File: config.mk
export PLATFORM = sky130hd
export DESIGN_NAME = regfile_wb_arbiter
export DESIGN_NICKNAME = d
export VERILOG_FILES = /design/src/rtl/regfile_pkg.sv /design/src/rtl/wb_fifo.sv /design/src/rtl/regfile_wb_arbiter.sv
export SDC_FILE = /design/constraint.sdc
export NUM_CORES = 1
export LEC_CHECK = 0
export BUFFER_PORTS_ARGS = -buffer_cell sky130_fd_sc_hd__buf_2
export CELL_PAD_IN_SITES_DETAIL_PLACEMENT = 1
export CELL_PAD_IN_SITES_GLOBAL_PLACEMENT = 1
export CORE_AREA = 2 2 121 211
export CTS_BUF_LIST = sky130_fd_sc_hd__clkbuf_8 sky130_fd_sc_hd__clkbuf_16
export DETAILED_ROUTE_END_ITERATION = 6
export DIE_AREA = 0 0 123 213
export GPL_ROUTABILITY_DRIVEN = 0
export PLACE_DENSITY = 0.76
export SETUP_SLACK_MARGIN = 0.2
export SYNTH_ARGS = -nofsm -noshare
export SYNTH_HDL_FRONTEND = slang
export SYNTH_SLANG_ARGS = --single-unit
File: constraint.sdc
create_clock -name clk -period 4.44 [get_ports clk]
set_input_delay 0.444 -clock clk [delete_from_list [all_inputs] [get_ports clk]]
set_output_delay 0.444 -clock clk [all_outputs]
set_load 0.02 [all_outputs]
File: src/rtl/regfile_pkg.sv
// rtl/regfile_pkg.sv - shared types and constants for the register-file writeback arbiter
package regfile_pkg;

    localparam int RF_AW = 5;
    localparam int RF_DW = 32;
    localparam logic [RF_AW-1:0] RF_ZERO_ADDR = 5'd0;

    // One queued secondary write; kill marks an entry overtaken by a younger
    // primary write to the same register, so its pop must not reach the port.
    typedef struct packed {
        logic [RF_AW-1:0] addr;
        logic [RF_DW-1:0] data;
        logic             kill;
    } wb_entry_t;

endpackage

File: src/rtl/wb_fifo.sv
// rtl/wb_fifo.sv - secondary writeback FIFO with per-slot visibility and kill marking
module wb_fifo
    import regfile_pkg::*;
#(
    parameter int DEPTH = 4
) (
    input  logic                     clk,
    input  logic                     rst,
    input  logic                     push,
    input  wb_entry_t                push_data,
    input  logic                     pop,
    input  logic [DEPTH-1:0]         kill_set,
    output wb_entry_t                head,
    output logic [$clog2(DEPTH):0]   count,
    output logic                     full,
    output logic                     empty,
    output logic [DEPTH*RF_AW-1:0]   slot_addr,
    output logic [DEPTH-1:0]         slot_valid,
    output logic [DEPTH-1:0]         slot_kill
);

    localparam int IW = $clog2(DEPTH);

    // Pointers carry one extra wrap bit so full and empty are distinguishable
    // without a separate occupancy register.
    logic [IW:0]   wptr;
    logic [IW:0]   rptr;
    logic [IW-1:0] widx;
    logic [IW-1:0] ridx;
    logic [IW-1:0] off;
    wb_entry_t     mem [DEPTH];

    assign widx  = wptr[IW-1:0];
    assign ridx  = rptr[IW-1:0];
    assign count = wptr - rptr;
    assign empty = (wptr == rptr);
    assign full  = (wptr[IW] != rptr[IW]) && (widx == ridx);
    assign head  = mem[ridx];

    // Pointer update; the guards keep a misbehaving parent from corrupting state.
    always_ff @(posedge clk) begin
        if (rst) begin
            wptr <= '0;
            rptr <= '0;
        end else begin
            if (push && !full) begin
                wptr <= wptr + 1'b1;
            end
            if (pop && !empty) begin
                rptr <= rptr + 1'b1;
            end
        end
    end

    // Entry storage: kill bits are sticky until the slot is rewritten by a push.
    always_ff @(posedge clk) begin
        for (int i = 0; i < DEPTH; i++) begin
            if (rst) begin
                mem[i].kill <= 1'b0;
            end else if (kill_set[i]) begin
                mem[i].kill <= 1'b1;
            end
        end
        if (!rst && push && !full) begin
            mem[widx] <= push_data;
        end
    end

    // Per-slot view: a slot is occupied when its distance from the read
    // index is below the current occupancy.
    always_comb begin
        slot_addr  = '0;
        slot_valid = '0;
        slot_kill  = '0;
        off        = '0;
        for (int i = 0; i < DEPTH; i++) begin
            off                        = IW'(i) - ridx;
            slot_valid[i]              = ({1'b0, off} < count);
            slot_addr[i*RF_AW +: RF_AW] = mem[i].addr;
            slot_kill[i]               = mem[i].kill;
        end
    end

endmodule

File: src/rtl/regfile_wb_arbiter.sv
// rtl/regfile_wb_arbiter.sv - arbitrates primary and queued secondary writes onto the register-file write port
module regfile_wb_arbiter
    import regfile_pkg::*;
#(
    parameter int DEPTH = 4,
    parameter int AW    = RF_AW,
    parameter int DW    = RF_DW
) (
    input  logic                       clk,
    input  logic                       rst,
    input  logic                       p_we,
    input  logic [AW-1:0]              p_waddr,
    input  logic [DW-1:0]              p_wdata,
    input  logic                       s_valid,
    output logic                       s_ready,
    input  logic [AW-1:0]              s_waddr,
    input  logic [DW-1:0]              s_wdata,
    output logic                       we,
    output logic [AW-1:0]              waddr,
    output logic [DW-1:0]              wdata,
    output logic [(1<<AW)-1:0]         pend_mask,
    output logic [$clog2(DEPTH+1)-1:0] q_count
);

    wb_entry_t                   push_data;
    wb_entry_t                   head;
    logic                        push;
    logic                        pop;
    logic                        full;
    logic                        empty;
    logic [$clog2(DEPTH):0]      count;
    logic [DEPTH-1:0]            kill_set;
    logic [DEPTH*RF_AW-1:0]      slot_addr;
    logic [DEPTH-1:0]            slot_valid;
    logic [DEPTH-1:0]            slot_kill;
    logic                        p_live;

    // Readiness depends only on registered occupancy; a same-cycle pop does
    // not free a slot for this cycle's handshake.
    assign s_ready = !full;
    assign q_count = count;

    // Writes to r0 are architecturally void: accepted but never queued.
    assign push      = s_valid && s_ready && (s_waddr != RF_ZERO_ADDR);
    assign push_data = '{addr: s_waddr, data: s_wdata, kill: 1'b0};

    // The primary source owns the port whenever it asserts p_we, even for r0.
    assign p_live = p_we && (p_waddr != RF_ZERO_ADDR);
    assign pop    = !p_we && !empty;

    wb_fifo #(
        .DEPTH(DEPTH)
    ) u_fifo (
        .clk       (clk),
        .rst       (rst),
        .push      (push),
        .push_data (push_data),
        .pop       (pop),
        .kill_set  (kill_set),
        .head      (head),
        .count     (count),
        .full      (full),
        .empty     (empty),
        .slot_addr (slot_addr),
        .slot_valid(slot_valid),
        .slot_kill (slot_kill)
    );

    // WAW resolution: a primary write supersedes every older queued write to
    // the same register; an entry pushed at this edge is younger and survives.
    always_comb begin
        kill_set = '0;
        if (p_live) begin
            for (int i = 0; i < DEPTH; i++) begin
                if (slot_valid[i] && (slot_addr[i*RF_AW +: RF_AW] == p_waddr)) begin
                    kill_set[i] = 1'b1;
                end
            end
        end
    end

    // Hazard mask: registers that still have a live queued write in flight.
    always_comb begin
        pend_mask = '0;
        for (int i = 0; i < DEPTH; i++) begin
            if (slot_valid[i] && !slot_kill[i]) begin
                pend_mask[slot_addr[i*RF_AW +: RF_AW]] = 1'b1;
            end
        end
        pend_mask[0] = 1'b0;
    end

    // Registered write port; address and data hold whenever we is low.
    always_ff @(posedge clk) begin
        if (rst) begin
            we    <= 1'b0;
            waddr <= '0;
            wdata <= '0;
        end else if (p_we) begin
            we <= p_live;
            if (p_live) begin
                waddr <= p_waddr;
                wdata <= p_wdata;
            end
        end else if (!empty) begin
            we <= !head.kill;
            if (!head.kill) begin
                waddr <= head.addr;
                wdata <= head.data;
            end
        end else begin
            we <= 1'b0;
        end
    end

endmodule
==> results_dict.tcl <==
set metrics [dict create \
    yosysTopAreaCell "edfxtp_1" \
    hp-class "in -> reg" \
    syn_to_final_growth_pct 16.1 \
    num_rows 76 \
    grt-ovfl-total 0 \
    synth-edff-count 148 \
    synth_ff_type "edfxtp_1" \
    cp-end-kind "primary output" \
    antenna_found_initial 5 \
    start_util_pct 40.3 \
    ant_nets 0 \
    setup-violations-final 0 \
    grt_pass1_vias 7868 \
    grt_max_degree 83 \
    yosys_warnings 0 \
    drt_first_pass_iters 5 \
    routedWlPerCell_um 23.5 \
    drt_wl_total_mm 29.5 \
    grt_pass1_wl_mm 45.1 \
    die_x_um 123 \
    fin_setup_tns_ns 0 \
    syn_avg_cell_area_um2 12.0 \
    dieArea_um2 26200 \
    cp_num_buf_inv 5 \
    synth_cells 823 \
    cp_max_fo 8 \
    hold_violations 0 \
    finalNetCount 1021 \
    ys_async_sr_fraction_pct 0 \
    synth_cell_types 50 \
    ctsHoldBuffers 0 \
    status "finished, final reports clean" \
    synth-seq-cells 198 \
    rsz0062_at_grt "no" \
    seqCellArea_um2 5450 \
    synth_area_leaders "edfxtp_1 (45%), dfxtp_1 (10%), mux4_2 (8.7%)" \
    fin_crit_sh_pct 85.3 \
    cts.htree.levels 4 \
    maxCapViolCount 0 \
    ir_drop_v 0.000321 \
    p_leak_uw 0.00430 \
    p_per_area_nw_per_um2 420 \
    multiInputGateArea_um2 4090 \
    max_freq_mhz 264 \
    clockBufferDepth 2 \
    slew_viol_final 0 \
    cp_cell_sequence "inv_1, ha_1, inv_1, fa_1, inv_1, ha_1, o21bai_1, a2111oi_2, buf_4, a32oi_1, nand3_1, buf_2" \
    skew_ns 0.00709 \
    synth_seq_area_share_pct 55.1 \
    min_period_ns 3.79 \
    critical-path-max-stage-delay_ns 0.46 \
    whs_ns 0.212 \
    drt_iter0_drc 443 \
    viasPerCell 6.01 \
    cts.clk_slew.worst_paths_ns 0.07 \
    vias 7554 \
    worst_pin_slew_ns 1.12 \
    hpwl_mm 20.0 \
    clockRootBuffer "clkbuf_16" \
    cts_buffers 17 \
    cts_setup_buffers 0 \
    drcViolationCount 0 \
    synth_common_cells "edfxtp_1 (148), nand2_1 (148), nand4b_1 (68), clkbuf_1 (60), dfxtp_1 (50)" \
    cts.sinks 198 \
    cts_tree "built" \
    post_cts_resized 0 \
    cp.arrival_ns 3.34 \
    grt.total_usage_pct 23.1 \
    synthesis.area_um2 9890 \
    crit_slowest_cell "o21bai_1" \
    drive_gt1_share_pct 26.9 \
    core_um2 24500 \
    required_ns 4.00 \
    io_buffer_count 150 \
    syn-num-nets 915 \
    path_delay_family "adder cells" \
    crit_path_start_kind "register" \
    clock_latency_ns 0.44 \
    synth_top_area_share_pct 44.9 \
    cpMostUsedCell "inv_1" \
    worstSetupPathType "reg -> out" \
    fp.dieH_um 213 \
    slew-limit-headroom_pct 25.5 \
    ioPinCount 152 \
    fill_cells 2676 \
]
path summary, 6_finish.rpt:
path	start	to	slack (ns)	depth (start not counted)
max	u_fifo.wptr[0]$_SDFFE_PP0P_	pend_mask[18]	0.65	12
min	s_wdata[19]	u_fifo.mem[1][20]$_DFFE_PP_	0.21	1
max reg2reg	u_fifo.wptr[0]$_SDFFE_PP0P_	u_fifo.mem[2][0]$_SDFF_PP0_	1.59	11
min reg2reg	waddr[4]$_SDFFE_PP0P_	waddr[4]$_SDFFE_PP0P_	0.49	2
layout make-up:
class	count	area share (%)
tap	312	3.40
multi-input combinational	530	35.6
clock buffer	17	3.71
clock inverter	15	1.43
inverter	13	0.425
sequential	198	47.5
timing repair buffer	169	7.89
antenna	2	0.0436
metrics by stage:
step	setup slack [ns]	cells	area, um2	util [%]	power (uW)
after global routing	0.395	1255	11500	46.8	5030
final	0.653	1256	11500	46.8	4820
after CTS	0.636	1254	11500	46.8	4860
after detailed placement	1.13	1222	10900	44.4	3310
after global placement	1.18	1222	10900	44.4	3290
after floorplan	0.294	823	9890	-	2920
kinds of logic after synthesis:
| logic type | after synthesis | synth area share, % |
|---|---|---|
| adder cells (fa/ha/maj) | 14 | 1.85 |
| buffers and inverters | 95 | 3.88 |
| multiplexers | 42 | 9.06 |
| flip-flops | 198 | 55.1 |
| AO/OA/AOI/OAI | 86 | 7.68 |
| XOR/XNOR | 25 | 2.37 |
| other | 1 | 0.0379 |
| AND/OR/NAND/NOR | 362 | 20.1 |
cells in the final DEF, fill, tap and decap left out, drive strengths merged, types with 20 or more instances in the layout:
cell type	Yosys	layout
nor2	20	20
nand4	27	27
edfxtp	148	148
nand4b	68	68
mux4	38	38
a221o	34	34
buf	22	169
nand2	148	148
nand3	43	43
xor2	22	22
dfxtp	50	50
flip-flops by register name, indices dropped and copies added (netlist names), named ones only:
| name | flops |
|---|---|
| u_fifo.mem | 152 |
| waddr | 5 |
| wdata | 32 |
| u_fifo.wptr | 3 |
| u_fifo.rptr | 3 |
| we | 1 |
per-layer routing:
layer	global-route usage (%)	wire, um	part of all wire, %	up-vias
li1	-	-	-	3375
met1	24.7	10700	36	3782
met2	41.7	15800	54	293
met3	5.72	1670	5.7	98
met4	11.7	1330	4.5	6
met5	0	38	0.13	-
power by group:
group | leakage [uW] | switching [uW] | internal, uW | total, uW
sequential | 0.00176 | 50.0 | 2070 | 2120
clock | 0.000301 | 672 | 880 | 1550
combinational | 0.00224 | 745 | 400 | 1150
total | 0.00430 | 1470 | 3350 | 4820
No activity file was read; power rests on OpenSTA's default activity.
